File: config.mk
export PLATFORM = sky130hd
export DESIGN_NAME = hazard_ctrl
export DESIGN_NICKNAME = d
export VERILOG_FILES = /design/src/rtl/hazard_pkg.sv /design/src/rtl/sat_counter.sv /design/src/rtl/hazard_ctrl.sv
export SDC_FILE = /design/constraint.sdc
export NUM_CORES = 1
export LEC_CHECK = 0
export CORE_ASPECT_RATIO = 1.1
export CORE_UTILIZATION = 30
export DETAILED_ROUTE_END_ITERATION = 12
export PLACE_DENSITY_LB_ADDON = 0.15
export SLEW_MARGIN = 40
export SYNTH_ARGS = -nofsm -noshare
export SYNTH_HDL_FRONTEND = slang
export SYNTH_SLANG_ARGS = --single-unit
File: constraint.sdc
create_clock -name clk_i -period 2 [get_ports clk_i]
set_input_delay 0.2 -clock clk_i [delete_from_list [all_inputs] [get_ports clk_i]]
set_output_delay 0.2 -clock clk_i [all_outputs]
set_load 0.05 [all_outputs]
File: src/rtl/hazard_pkg.sv
// Shared types and defaults for the pipeline hazard controller.
package hazard_pkg;

  typedef enum logic {
    RUN      = 1'b0,
    MEM_WAIT = 1'b1
  } state_e;

  localparam int REG_AW_DEF   = 5;
  localparam int CNT_W_DEF    = 32;
  localparam int MAX_WAIT_DEF = 1023;

  localparam logic [REG_AW_DEF-1:0] REG_ZERO = 5'd0;

endpackage

File: src/rtl/sat_counter.sv
// Saturating up-counter: increments when enabled, sticks at all ones.
module sat_counter #(
  parameter int W = 32
) (
  input  logic         clk_i,
  input  logic         rst_ni,
  input  logic         en_i,
  output logic [W-1:0] cnt_o
);

  logic [W-1:0] cnt_q;
  logic [W-1:0] cnt_d;

  // Next count: hold when idle or already saturated.
  always_comb begin
    cnt_d = cnt_q;
    if (en_i && (cnt_q != {W{1'b1}})) begin
      cnt_d = cnt_q + W'(1);
    end else begin
      cnt_d = cnt_q;
    end
  end

  // Count register.
  always_ff @(posedge clk_i or negedge rst_ni) begin
    if (!rst_ni) begin
      cnt_q <= '0;
    end else begin
      cnt_q <= cnt_d;
    end
  end

  assign cnt_o = cnt_q;

endmodule

File: src/rtl/hazard_ctrl.sv
// Pipeline stall/flush controller: memory freeze > load-use bubble > branch flush,
// plus saturating stall statistics and a sticky memory-timeout flag.
module hazard_ctrl
  import hazard_pkg::*;
#(
  parameter int REG_AW   = REG_AW_DEF,
  parameter int CNT_W    = CNT_W_DEF,
  parameter int MAX_WAIT = MAX_WAIT_DEF
) (
  input  logic              clk_i,
  input  logic              rst_i,
  input  logic              start_i,
  input  logic [REG_AW-1:0] id_rs1_i,
  input  logic [REG_AW-1:0] id_rs2_i,
  input  logic [REG_AW-1:0] ex_rd_i,
  input  logic              ex_memread_i,
  input  logic              branch_taken_i,
  input  logic              mem_req_i,
  input  logic              mem_ack_i,
  output logic              pc_write_o,
  output logic              if_id_write_o,
  output logic              if_id_flush_o,
  output logic              id_ex_bubble_o,
  output logic              pipe_freeze_o,
  output logic [CNT_W-1:0]  mem_stall_cnt_o,
  output logic [CNT_W-1:0]  load_use_cnt_o,
  output logic              mem_timeout_o
);

  localparam int WAIT_W = (MAX_WAIT < 1) ? 1 : $clog2(MAX_WAIT + 1);
  localparam logic [WAIT_W-1:0] WAIT_MAX = WAIT_W'(MAX_WAIT);

  state_e            state_q, state_d;
  logic [WAIT_W-1:0] wait_cnt_q, wait_cnt_d;
  logic              timeout_q, timeout_d;
  logic              run_s, mem_miss_s, load_use_s;

  // Hazard decode; reset gates the controls combinationally so they drop without a clock.
  always_comb begin
    run_s      = rst_i & start_i;
    mem_miss_s = mem_req_i & ~mem_ack_i;
    load_use_s = ex_memread_i & (ex_rd_i != REG_AW'(REG_ZERO)) &
                 ((ex_rd_i == id_rs1_i) | (ex_rd_i == id_rs2_i));
  end

  // Prioritized control outputs.
  always_comb begin
    pc_write_o     = 1'b0;
    if_id_write_o  = 1'b0;
    if_id_flush_o  = 1'b0;
    id_ex_bubble_o = 1'b0;
    pipe_freeze_o  = 1'b0;
    if (!run_s) begin
      pipe_freeze_o = 1'b0;
    end else if (mem_miss_s) begin
      pipe_freeze_o = 1'b1;
    end else if (load_use_s) begin
      id_ex_bubble_o = 1'b1;
    end else begin
      pc_write_o    = 1'b1;
      if_id_write_o = 1'b1;
      if_id_flush_o = branch_taken_i;
    end
  end

  // Memory-wait FSM, wait counter and timeout flag; everything holds while stopped.
  always_comb begin
    state_d    = state_q;
    wait_cnt_d = wait_cnt_q;
    timeout_d  = timeout_q;
    if (start_i) begin
      case (state_q)
        RUN: begin
          if (mem_miss_s) begin
            state_d    = MEM_WAIT;
            wait_cnt_d = '0;
          end else begin
            state_d = RUN;
          end
        end
        MEM_WAIT: begin
          if (!mem_miss_s) begin
            state_d = RUN;
          end else begin
            // The counter parks at MAX_WAIT; the flag is sticky so nothing is lost.
            if (wait_cnt_q != WAIT_MAX) begin
              wait_cnt_d = wait_cnt_q + WAIT_W'(1);
            end else begin
              wait_cnt_d = wait_cnt_q;
            end
            if (wait_cnt_d == WAIT_MAX) begin
              timeout_d = 1'b1;
            end else begin
              timeout_d = timeout_q;
            end
          end
        end
        default: begin
          state_d = RUN;
        end
      endcase
    end else begin
      state_d = state_q;
    end
  end

  // State, wait counter and flag registers.
  always_ff @(posedge clk_i or negedge rst_i) begin
    if (!rst_i) begin
      state_q    <= RUN;
      wait_cnt_q <= '0;
      timeout_q  <= 1'b0;
    end else begin
      state_q    <= state_d;
      wait_cnt_q <= wait_cnt_d;
      timeout_q  <= timeout_d;
    end
  end

  assign mem_timeout_o = timeout_q;

  sat_counter #(.W(CNT_W)) u_mem_stall_cnt (
    .clk_i  (clk_i),
    .rst_ni (rst_i),
    .en_i   (pipe_freeze_o),
    .cnt_o  (mem_stall_cnt_o)
  );

  sat_counter #(.W(CNT_W)) u_load_use_cnt (
    .clk_i  (clk_i),
    .rst_ni (rst_i),
    .en_i   (id_ex_bubble_o),
    .cnt_o  (load_use_cnt_o)
  );

endmodule

After elaboration in Yosys (flattened, before gate mapping)
Cells that the tools add are included.
{ "classes": {"add_sub_neg": 3, "n_eq_ne": 8, "muxes": 18, "n_bitwise": 7, "reduce_logical": 5} }
{ "op_table": {"columns": ["operator", "count"], "rows": [
  ["32-bit by 1-bit adder with 32-bit output (second input constant)", 2],
  ["32-bit inequality test (second input constant)", 2],
  ["10-bit 2-to-1 mux", 6],
  ["10-bit one-hot mux with 2 select lines", 1],
  ["1-bit 2-to-1 mux", 11],
  ["10-bit by 1-bit adder with 10-bit output (second input constant)", 1],
  ["10-bit == test (second input constant)", 1],
  ["5-bit == test", 2],
  ["10-bit inequality test (second input constant)", 1],
  ["5-bit nonzero test", 1],
  ["1-bit bitwise AND", 4],
  ["4-bit AND reduction", 1],
  ["3-bit AND reduction", 1],
  ["1-bit logical AND", 2],
  ["2-bit by 1-bit inequality test with 1-bit output (second input constant)", 1],
  ["2-bit inequality test (second input constant)", 1],
  ["1-bit NOT", 2],
  ["1-bit bitwise OR", 1]
]} }
{ "totals": {"ff_bits": 76, "output_inout_bits": 70} }

Depth between registers and ports, before layout
Gate-level depths: netlist of the first run.
{ "logic_depth": {"ltp_word": 7, "mapped_depth": 9} }

Hierarchy
A second synthesis of the first run with hierarchy kept.
{ "hier_totals": {"cells_unflattened": 427, "hier_area_um2": 4229.1} }
{ "by_module_without_submodules": {"columns": ["mod", "instances", "cells_per_inst", "area_per_inst_um2"], "rows": [
  ["sat_counter", 2, 151, 1624.1],
  ["hazard_ctrl", 1, 125, 980.9]
]} }

Least setup slack after synthesis of the first run
Ideal clock, no wire load.
{ "synth_timing": {"kind": "input -> output", "start": "input port ex_rd_i[1]", "end": "output port if_id_flush_o", "arrival_time_ps": 2603, "t_required_ps": 1800, "path_slack_ps": -803, "path_stages": 5, "n_path_buf": 0, "cell_sequence": "or4_4 o21ai_2 nor2_1 nor3_1 and2_1"} }
{ "synth_via": {"elab_chain_cells": 6, "elab_cells_between_ends": 9} }
{ "synth_lines": {"columns": ["item", "line_no", "rtl"], "rows": [
  ["start, declared", "hazard_ctrl.sv:15", "input logic [REG_AW-1:0] ex_rd_i,"],
  ["5-bit == test or 5-bit nonzero test (tied branches)", "hazard_ctrl.sv:43, hazard_ctrl.sv:42", null],
  ["1-bit bitwise OR or 1-bit bitwise AND (tied branches)", "hazard_ctrl.sv:43, hazard_ctrl.sv:42", null],
  ["1-bit bitwise AND (*)", "hazard_ctrl.sv:42", "load_use_s = ex_memread_i & (ex_rd_i != REG_AW'(REG_ZERO)) &"],
  ["1-bit 2-to-1 mux (*)", "hazard_ctrl.sv:57", "end else if (load_use_s) begin"],
  ["1-bit 2-to-1 mux (*)", "hazard_ctrl.sv:55", "end else if (mem_miss_s) begin"],
  ["1-bit 2-to-1 mux (*)", "hazard_ctrl.sv:53", "if (!run_s) begin"],
  ["end, declared", "hazard_ctrl.sv:22", "output logic if_id_flush_o,"]
]} }
Mark *: on every way between the ends. The rest lies on a longest branch, timed or not.

Final worst setup path of the first run
{ "layout_timing": {"start": "input port ex_rd_i[4]", "end": "register u_load_use_cnt.cnt_q[5], in the netlist u_load_use_cnt.cnt_o[5]"} }
{ "layout_via": {"elab_chain_cells": 7, "elab_cells_between_ends": 10} }
{ "layout_lines": {"columns": ["item", "line_no", "rtl"], "rows": [
  ["5-bit == test or 5-bit nonzero test (tied branches)", "hazard_ctrl.sv:43, hazard_ctrl.sv:42", null],
  ["1-bit bitwise OR or 1-bit bitwise AND (tied branches)", "hazard_ctrl.sv:43, hazard_ctrl.sv:42", null],
  ["1-bit bitwise AND (*)", "hazard_ctrl.sv:42", null],
  ["1-bit 2-to-1 mux (*)", "hazard_ctrl.sv:57", null],
  ["1-bit 2-to-1 mux (*)", "hazard_ctrl.sv:55", null],
  ["1-bit 2-to-1 mux (*)", "hazard_ctrl.sv:53", null],
  ["1-bit logical AND (*)", "sat_counter.sv:17", "if (en_i && (cnt_q != {W{1'b1}})) begin"],
  ["end signal, assigned", "sat_counter.sv:29", "cnt_q <= cnt_d;"],
  ["end, declared", "sat_counter.sv:11", "logic [W-1:0] cnt_q;"]
]} }
Marks and branches as above.
A chain may end at the register's enable or synchronous reset.

==> results of run 1 <==
placed cells by master (no fill, tap or decap), types with 6 or more instances in the layout:
cell type	n
nor3_1	15
dlygate4sd2_1	14
xor2_1	40
nor2_1	23
buf_4	90
nand2_1	31
a21oi_1	12
dfrtp_1	20
clkbuf_16	9
and3_1	10
xnor2_1	30
nand3_1	38
dfrtp_2	56
inv_1	6
and4_1	6
buf_12	6
o21ai_0	6
nand4_1	20
clkdlybuf4s50_1	66
sequential cells by signal (all words and copies together) (netlist names):
register,flops
u_load_use_cnt.cnt_o,32
u_mem_stall_cnt.cnt_o,32
wait_cnt_q,10
mem_timeout_o,1
state_q,1
final timing paths:
check / startpoint / end
max: ex_rd_i[4] / u_load_use_cnt.cnt_o[5]
min: start_i / state_q
max reg2reg: u_mem_stall_cnt.cnt_o[5] / u_mem_stall_cnt.cnt_o[23]
min reg2reg: mem_timeout_o / mem_timeout_o
max in group asynchronous: rst_i / u_load_use_cnt.cnt_o[9]
min in group asynchronous: rst_i / state_q
what timing repair did:
action / 4_1_cts / 5_1_grt
endpoints found under the hold margin: 14 / 0
resized for setup: 25 / 26
hold buffers: 1 / 0
setup endpoints to repair: 10 / 26
pin swaps: 15 / 14
buffers inserted: 6 / 5
layout make-up:
class                   instances  area [sq um]  share of cell area
well taps                     161         201.4             0.03146
clock buffers                  12         246.5             0.03849
inverters                       6         22.52            0.003517
flip-flops and latches         76          1972              0.3079
clock inverters                 4         48.80            0.007620
repair buffers                184          1649              0.2575
multi-input cells             310          2263              0.3535
metrics by stage:
step           cells  cell area (sq um)
2_1_floorplan    407               4253
3_3_place_gp     724               5921
3_5_place_dp     725               5941
4_1_cts          748               6285
5_1_grt          753               6404
6_report         753               6404
critical path: cells and delay by family:
family                 cells  cell delay [ns]
AND/OR/NAND/NOR            4             1.21
buffers and inverters      3             0.55
XOR/XNOR                   1             0.14
AO/OA/AOI/OAI              1             0.05
cell usage after synthesis (2+ instances only):
| cell | number | area, sq um |
|---|---|---|
| nor3_1 | 21 | 105.1 |
| o22ai_1 | 2 | 12.51 |
| a31oi_1 | 3 | 18.77 |
| xnor2_1 | 30 | 262.8 |
| and4b_1 | 2 | 20.02 |
| nor2_1 | 26 | 97.59 |
| and2_1 | 4 | 25.02 |
| a21oi_1 | 12 | 60.06 |
| buf_2 | 4 | 20.02 |
| buf_4 | 2 | 15.01 |
| o21ai_0 | 6 | 30.03 |
| nand4_1 | 20 | 125.1 |
| ha_1 | 3 | 37.54 |
| or3_1 | 4 | 25.02 |
| nand3_1 | 40 | 200.2 |
| clkbuf_1 | 6 | 22.52 |
| inv_1 | 6 | 22.52 |
| nand2b_1 | 3 | 18.77 |
| and4_2 | 2 | 20.02 |
| xor2_1 | 40 | 350.3 |
| and4_1 | 7 | 61.31 |
| nor2b_1 | 2 | 12.51 |
| o21a_1 | 2 | 15.01 |
| dfrtp_1 | 76 | 1902 |
| nor4_2 | 2 | 25.02 |
| nand2_1 | 31 | 116.4 |
| nor4_1 | 5 | 31.28 |
| a21o_1 | 2 | 15.01 |
| o211ai_1 | 2 | 15.01 |
| and3_1 | 12 | 75.07 |
| and3_2 | 3 | 22.52 |
where the power goes:
part,switching (W),internal [W]
Sequential,0.0000744,0.00161
Combinational,0.000409,0.000304
Clock,0.000634,0.000999
kinds of logic after synthesis:
group           Yosys count
compound gates           36
xor+xnor                 72
fa+ha+maj                 3
buf+inv                  21
flops                    76
mux                       2
simple gates            197
layer usage:
metal | up-vias | part of all wire
met4 | 0 | 0.017
li1 | 1817 | -
met1 | 1813 | 0.45
met2 | 88 | 0.48
met3 | 15 | 0.048
met5 | - | 0
==> impl_metrics.ini, run 1 <==
[status]
outcome = finished, final reports clean

[worst_setup_path]
startpoint_type = input port
crit_path_end_kind = flop
critPathMaxFanout = 7
cp_data_arrival_time_ns = 2.17
crit_path_cell_trace = dlygate4sd2_1 -> or4_4 -> o21ai_4 -> or3_1 -> or2_0 -> buf_4 -> buf_4 -> or4b_4 -> xnor2_2
critical_path_required_ns = 2.22
path_common_cell = buf_4
rr_worst_depth = 8
crit_type = input port to flop
critPathMaxStageDelay_ns = 0.52
r2r_slack_ns = 0.06
cp_slowest_cell = or4b_4

[route]
dr.pass1.iters = 6
vias = 3733
vias_per_cell = 4.958
ant_nets = 0
routed_wl_microns = 11190
drt_iter0_markers = 114
drc_errors = 0
avgRoutedWirePerCell_microns = 14.86

[clock_tree]
clk_latency_ns = 0.33
cts_tree = built
cts_root_buf = clkbuf_16
path_clk_slew_ns = 0.06
cts_buffers = 9
cts_max_level = 3
cts_sinks = 76
clk_path_buf_depth = 2

[floorplan]
coreArea_sq_mm = 0.01321
die_w_microns = 113.1
io_pins = 92
die_h_microns = 124.2
dieArea_sq_mm = 0.01405
start_util = 0.3083
rows = 44

[grt]
use_met1 = 0.2147
met3_usage = 0.03516
grt_pass1_wl_microns = 18600
antenna_found_initial = 0
use_met2 = 0.2714
grt_overflow_total = 0
grt_pass1_vias = 3778
grt-busiest-layer = met2
track_usage = 0.1664
grt_max_degree = 34

[power]
p_per_area_mw_per_mm2 = 629.2
p_leak_nw = 2.835
ir_drop_mv = 0.3934
finalPower_w = 0.004029

[sta]
maxSlewHeadroom = 0.6243
finalClockSkew_ns = 0.009154
min_period_ns = 1.954
hold_viol = 0
fmax_ghz = 0.5117
rsz0062_at_grt = true
tightest_slew_ns = 0.5618
tns_ns = 0
finalSetupViolations = 0
fin_ws_ns = 0.04557
holdWs_ns = 0.1944
finalCritPeriodShare = 0.9772
drv_slew = 0

[final_layout]
area_growth_pct = 57.19
drive_above_1_share = 0.3649
fill_cells = 1267
fin_util = 0.4847
antennaDiodeCount = 0
num-nets-final = 612

[synthesis]
syn-mean-instance-area_sq_um = 10.01
synth_cell_types = 58
synth_fa_ha_area_frac = 0.009214
synth_top_family_by_area = simple AND/OR/NAND/NOR gates
ys_ff_latch = 76
yosys_most_used_dff = dfrtp_1
async_flop_share = 1.000
synth_compound_area_frac = 0.05713
synth_xor_area_frac = 0.1585
synthMuxAreaShare = 0.005221
synth-simple-area-share = 0.2776
synthCells = 407
syn_nets = 432
synth_edf_count = 0
yosysWarningCount = 0
synth-seq-area-share = 0.4668
synth_area_sq_mm = 0.004074

[min_path]
hold_class = input port to flop
hold-path-cell-count = 3

[place]
gp_congestion = 0.7927
io_buffers = 91
dp_hpwl_microns = 8245
dp_slack_ns = -0.4247

[run]
cap_viol_max_count = 0
No activity file was read; power rests on OpenSTA's default activity.
==> run 2: changes to the inputs <==
--- a/config.mk
+++ b/config.mk
@@ -8,8 +8,9 @@
 export CORE_ASPECT_RATIO = 1.1
 export CORE_UTILIZATION = 30
 export DETAILED_ROUTE_END_ITERATION = 12
-export PLACE_DENSITY_LB_ADDON = 0.15
+export PLACE_DENSITY = 0.53
 export SLEW_MARGIN = 40
 export SYNTH_ARGS = -nofsm -noshare
 export SYNTH_HDL_FRONTEND = slang
+export SYNTH_HIERARCHICAL = 1
 export SYNTH_SLANG_ARGS = --single-unit
==> run 2 against run 1 <==
Compared with the run above:
- design area is 3.2% lower
- utilization shrank 3.5 points
- clock skew about the same
- maximum frequency is 0.35% higher
- clock power decreased by 6%
- synthesized cell count is 4.9% higher
- largest cell class unchanged
- largest power group unchanged
==> impl_metrics.ini, run 2 <==
[status]
outcome = finished, final reports clean

[grt]
antenna_found_initial = 0
track_usage = 0.1642
grt_pass1_vias = 3744
grt_pass1_wl_microns = 18710
grt_overflow_total = 0
grt_max_degree = 74

[sta]
holdWs_ns = 0.009579
fin_ws_ns = 0.05240
finalSetupViolations = 0
drv_slew = 0
min_period_ns = 1.948
tightest_slew_ns = 0.6910
tns_ns = 0
fmax_ghz = 0.5135
finalCritPeriodShare = 0.9738
rsz0062_at_grt = true
hold_viol = 0
finalClockSkew_ns = 0.009559
maxSlewHeadroom = 0.5393

[power]
pwr-share-seq = 0.445
p_per_area_mw_per_mm2 = 608.7
power.internal_w = 0.002710
p_leak_nw = 2.411
ir_drop_mv = 0.4082
power.switching_w = 0.001063
pwr-share-clk = 0.408
p_sw_frac = 0.2818
combPwrFrac = 0.147

[synthesis]
ys_top_cells_by_count = dfrtp_1 (76), xnor2_1 (52), nand2_1 (44)
yosys_most_used_dff = dfrtp_1
synth_cell_types = 49
synth_area_sq_mm = 0.004229
syn_nets = 452
ys_ff_latch = 76
syn-mean-instance-area_sq_um = 9.904
synth_area_leaders = dfrtp_1 (45%), xnor2_1 (11%), nand3_1 (4.6%)
synthCells = 427
synth_top_cell_area_share = 0.4497
yosysWarningCount = 6
synth_edf_count = 0
synth-seq-area-share = 0.4497
synth_top_cell_by_area = dfrtp_1
yosysMostFrequentCell = dfrtp_1
async_flop_share = 1.000

[clock_tree]
cts_root_buf = clkbuf_16
clk_latency_ns = 0.34
path_clk_slew_ns = 0.06
cts_max_level = 3
cts_buffers = 9
cts_tree = built
cts_sinks = 76
clk_path_buf_depth = 2

[worst_setup_path]
critPathMaxStageDelay_ns = 0.49
cp_slowest_cell = or4_4
crit_path_cell_trace = dlygate4sd2_1 -> or4_4 -> o21ai_2 -> buf_6 -> a211oi_4 -> and3_4 -> nor2b_4 -> buf_4 -> nand3_1 -> mux2_2
r2r_slack_ns = 0.11
crit_family = simple AND/OR/NAND/NOR gates
critical_path_required_ns = 2.22
cp_data_arrival_time_ns = 2.17
crit_type = input port to flop
critPathMaxFanout = 3
path_buf_inv = 3
startpoint_type = input port
crit_path_end_kind = flop

[route]
ant_nets = 0
drt_iter0_markers = 213
vias_per_cell = 4.960
avgRoutedWirePerCell_microns = 14.99
dr.pass1.iters = 4
drc_errors = 0
vias = 3755
routed_wl_microns = 11350

[final_layout]
most-common-layout-cells = clkdlybuf4s50_1 (70), xnor2_1 (51), dfrtp_2 (50), buf_4 (45), nand2_1 (44)
finalNonFillerCells = 757
area_growth_pct = 46.57
antennaDiodeCount = 0
drive_above_1_share = 0.3023
num-nets-final = 589
final_common_cell = clkdlybuf4s50_1
final_area_sq_mm = 0.006198

[place]
gp_congestion = 0.8242
dp_hpwl_microns = 8232
io_buffers = 91
post-place-cells = 734
placed_area_sq_mm = 0.005787
dp_slack_ns = -0.6342

[floorplan]
rows = 45
die_h_microns = 126.5
io_pins = 92
die_w_microns = 115.2
dieArea_sq_mm = 0.01458
coreArea_sq_mm = 0.01379
start_util = 0.3066

[run]
cap_viol_max_count = 0

[min_path]
hold_class = input port to async pin
run 2: cells by family after synthesis:
group | count (synthesis) | synth area share
and+or+nand+nor | 206 | 0.2793
DFF | 76 | 0.4497
xor gates and xnor gates | 68 | 0.1408
AOI/OAI and AO/OA | 48 | 0.07841
buffers and inverters | 20 | 0.02722
muxes | 6 | 0.01568
adders and majority gates | 3 | 0.008877
run 2: metal layers:
metal  global-route usage  wire length (microns)
met1               0.2133                   5207
met2               0.2672                   5401
met3              0.03440                    591
met4              0.06188                    148
met5                    0                      0
run 2: power by group through the flow:
| stage | registers, W | clock network [W] | logic [W] |
|---|---|---|---|
| finish | 0.00168 | 0.00154 | 0.000554 |
| detailed placement | 0.00170 | 0 | 0.000553 |
| global route | 0.00169 | 0.00165 | 0.000599 |
| floorplan | 0.00185 | 0 | 0.000142 |
| CTS | 0.00168 | 0.00159 | 0.000551 |
| global placement | 0.00170 | 0 | 0.000544 |
run 2: cell type report:
cell class,count,area (sq um)
clock buffers,12,256.5
clock inverters,4,25.02
fillers,1345,7596
inverters,6,22.52
multi-input cells,331,2370
flip-flops and latches,76,1964
well taps,188,235.2
repair buffers,140,1325
run 2: worst paths after layout:
kind / from / end / cells after the start
max in group asynchronous: rst_i / u_load_use_cnt/cnt_o[17] / 2
hold reg to reg: u_load_use_cnt/cnt_o[31] / u_load_use_cnt/cnt_o[31] / 1
min in group clk_i: u_load_use_cnt/cnt_o[31] / u_load_use_cnt/cnt_o[31] / 1
hold / removal: rst_i / u_mem_stall_cnt/cnt_o[21] / 2
setup reg to reg: u_load_use_cnt/cnt_o[9] / u_load_use_cnt/cnt_o[24] / 5
setup / recovery: ex_rd_i[1] / u_load_use_cnt/cnt_o[15] / 10
run 2: metrics by stage:
step | total power, W | util
after CTS | 0.003819 | 0.4447
after detailed placement | 0.002256 | 0.4195
after floorplan | 0.001993 | -
final | 0.003773 | 0.4493
after global placement | 0.002246 | 0.4192
after global routing | 0.003936 | 0.4493
run 2: repair_timing:
| action | 4_1_cts | 5_1_grt |
|---|---|---|
| setup buffers | 5 | 1 |
| endpoints found under the setup margin | 31 | 24 |
| resized for setup | 23 | 26 |
| hold buffers | 1 | 0 |
| endpoints found under the hold margin | 3 | 0 |
| pin swaps | 12 | 16 |
run 2: worst register-to-register path, cell delays in order, from the launching register on:
cell and delay, ns:
dfrtp_2 0.41, nand3_1 0.11, or4_4 0.60, nor4_1 0.29
o211ai_1 0.20, xnor2_1 0.17
==> run 3: changes to the inputs <==
--- a/config.mk
+++ b/config.mk
@@ -5,10 +5,11 @@
 export SDC_FILE = /design/constraint.sdc
 export NUM_CORES = 1
 export LEC_CHECK = 0
+export ABC_AREA = 1
 export CORE_ASPECT_RATIO = 1.1
 export CORE_UTILIZATION = 30
 export DETAILED_ROUTE_END_ITERATION = 12
-export PLACE_DENSITY = 0.53
+export PLACE_DENSITY = 0.51
 export SLEW_MARGIN = 40
 export SYNTH_ARGS = -nofsm -noshare
 export SYNTH_HDL_FRONTEND = slang
==> run 3 against run 2 <==
Compared with the run above:
- synthesized cell count up 90%
- critical path depth is 9 lower
- routed wire length is 35% higher
- synthesized area is 27% higher
- cell count is 56% higher
- first-iteration DRC count is 22% higher
- hold slack improved by 0.42 ns
- design area up 17%
- die area is 26% higher
- worst setup slack improved by 0.040 ns
- global-route usage rose by 1.2 points
- sequential share of layout area decreased by 5.4 points
- largest cell class unchanged
==> impl_metrics.ini, run 3 <==
[final_layout]
drive_above_1_share = 0.1255
multi_input_area_sq_mm = 0.003085
finalNonFillerCells = 1182
fill_cells = 1847
area_growth_pct = 34.67
final_common_cell = nand2_1
regArea_sq_mm = 0.001902
antennaDiodeCount = 0
num-nets-final = 968
most-common-layout-cells = nand2_1 (325), nor2_1 (111), inv_1 (81), clkdlybuf4s50_1 (79), dfrtp_1 (76)

[place]
dp_hpwl_microns = 11870
dp_slack_ns = -0.3288
post-place-cells = 1165
io_buffers = 91
gp_congestion = 0.8406

[route]
dr.pass1.iters = 6
drc_errors = 0
avgRoutedWirePerCell_microns = 12.95
ant_nets = 0
drt_iter0_markers = 259
vias_per_cell = 4.554
routed_wl_microns = 15310
vias = 5383

[floorplan]
die_h_microns = 142.2
coreArea_sq_mm = 0.01727
io_pins = 92
rows = 50
die_w_microns = 129.5
dieArea_sq_mm = 0.01841
start_util = 0.3106

[synthesis]
synth-seq-area-share = 0.3546
synth_top_cell_area_share = 0.3546
synth_top_cell_by_area = dfrtp_1
yosys_most_used_dff = dfrtp_1
syn-mean-instance-area_sq_um = 6.596
yosysWarningCount = 6
ys_ff_latch = 76
syn_nets = 838
yosysMostFrequentCell = nand2_1
ys_top_cells_by_count = nand2_1 (325), nor2_1 (119), inv_1 (81)
synth_edf_count = 0
synth_area_leaders = dfrtp_1 (35%), nand2_1 (23%), nor2_1 (8.3%)
synthCells = 813
async_flop_share = 1.000
synth_area_sq_mm = 0.005363
synth_cell_types = 28

[run]
cap_viol_max_count = 0

[worst_setup_path]
crit_path_end_kind = output pin
crit_type = flop to output pin
cp_slowest_cell = clkdlybuf4s50_1
crit_path_cell_trace = clkdlybuf4s50_1
path_buf_inv = 1
critical_path_required_ns = 1.80
critPathMaxFanout = 7
critPathMaxStageDelay_ns = 0.86
cp_data_arrival_time_ns = 1.71
startpoint_type = flop
crit_family = buffers and inverters

[min_path]
hold_class = input port to async pin

[power]
p_leak_nw = 3.137
p_per_area_mw_per_mm2 = 549.1
ir_drop_mv = 0.5915
finalPower_w = 0.003966

[clock_tree]
cts_buffers = 9
clk_latency_ns = 0.34
post_cts_buffers = 0
cts_max_level = 3
path_clk_slew_ns = 0.06
cts_sinks = 76
clk_path_buf_depth = 2
cts_tree = built
cts_root_buf = clkbuf_16

[sta]
fmax_ghz = 0.5243
maxSlewHeadroom = 0.5454
finalCritPeriodShare = 0.9537
finalSetupViolations = 0
drv_slew = 0
tightest_slew_ns = 0.6819
finalClockSkew_ns = 0.006295
rsz0062_at_grt = false
hold_viol = 0
min_period_ns = 1.907
fin_ws_ns = 0.09264

[grt]
grt_pass1_vias = 5040
grt_max_degree = 52
track_usage = 0.1760
met3_usage = 0.03421
grt_overflow_total = 0
use_met2 = 0.3050
use_met1 = 0.2227
grt_pass1_wl_microns = 25120
antenna_found_initial = 0
grt-busiest-layer = met2

[status]
outcome = finished, final reports clean
-- run 3: power by group --
part	switching [W]	internal (W)	total, W
clock	0.000673	0.00119	0.00187
combinational	0.000282	0.000180	0.000462
sequential	0.0000606	0.00158	0.00164
-- run 3: worst paths after layout --
check                      depth (start not counted)                      from  slack (ns)                   endpoint
hold / removal                                     3                     rst_i        0.43   u_load_use_cnt/cnt_o[16]
max in group asynchronous                          4                     rst_i        0.56  u_mem_stall_cnt/cnt_o[25]
setup reg to reg                                   9  u_mem_stall_cnt/cnt_o[0]        0.27  u_mem_stall_cnt/cnt_o[22]
hold reg to reg                                    2             mem_timeout_o        0.48              mem_timeout_o
setup / recovery                                   1  u_load_use_cnt/cnt_o[21]        0.09         load_use_cnt_o[21]
min in group clk_i                                 2             mem_timeout_o        0.48              mem_timeout_o
-- run 3: layer usage --
| layer | share of wire | routed length, microns |
|---|---|---|
| met1 | 0.48 | 7282 |
| met2 | 0.48 | 7277 |
| met5 | 0 | 0 |
| met4 | 0.012 | 188 |
| met3 | 0.036 | 556 |
-- run 3: timing repair --
action / CTS / global route
endpoints found under the hold margin: 25 / 0
resized for setup: 0 / 15
setup endpoints to repair: 0 / 22
hold buffers: 1 / 0
-- run 3: cell families (layout without fill, tap and decap cells) --
family	Yosys count	in the layout	synth area share
compound gates	24	24	0.02660
xor+xnor	26	26	0.04246
fa+ha+maj	3	3	0.007000
buf+inv	94	229	0.08049
flops	76	76	0.3546
simple gates	590	590	0.4888
-- run 3: final cells by class --
type	instances	area share
clock buffers	12	0.03690
clock inverters	4	0.009702
inverters	83	0.04314
multi-input cells	643	0.4272
flip-flops and latches	76	0.2633
well taps	234	0.04054
repair buffers	130	0.1791
-- run 3: through the flow --
step / util / TNS, ns / instance area (sq um) / hold WS (ns)
finish: 0.4183 / 0 / 7222 / 0.4328
global route: 0.4183 / 0 / 7222 / 0.4724
CTS: 0.4155 / 0 / 7174 / 0.4493
detailed placement: 0.3954 / -6.807 / 6828 / 0.2676
global placement: 0.3954 / -5.160 / 6828 / 0.2698
floorplan: - / -0.03213 / 5386 / -0.09559
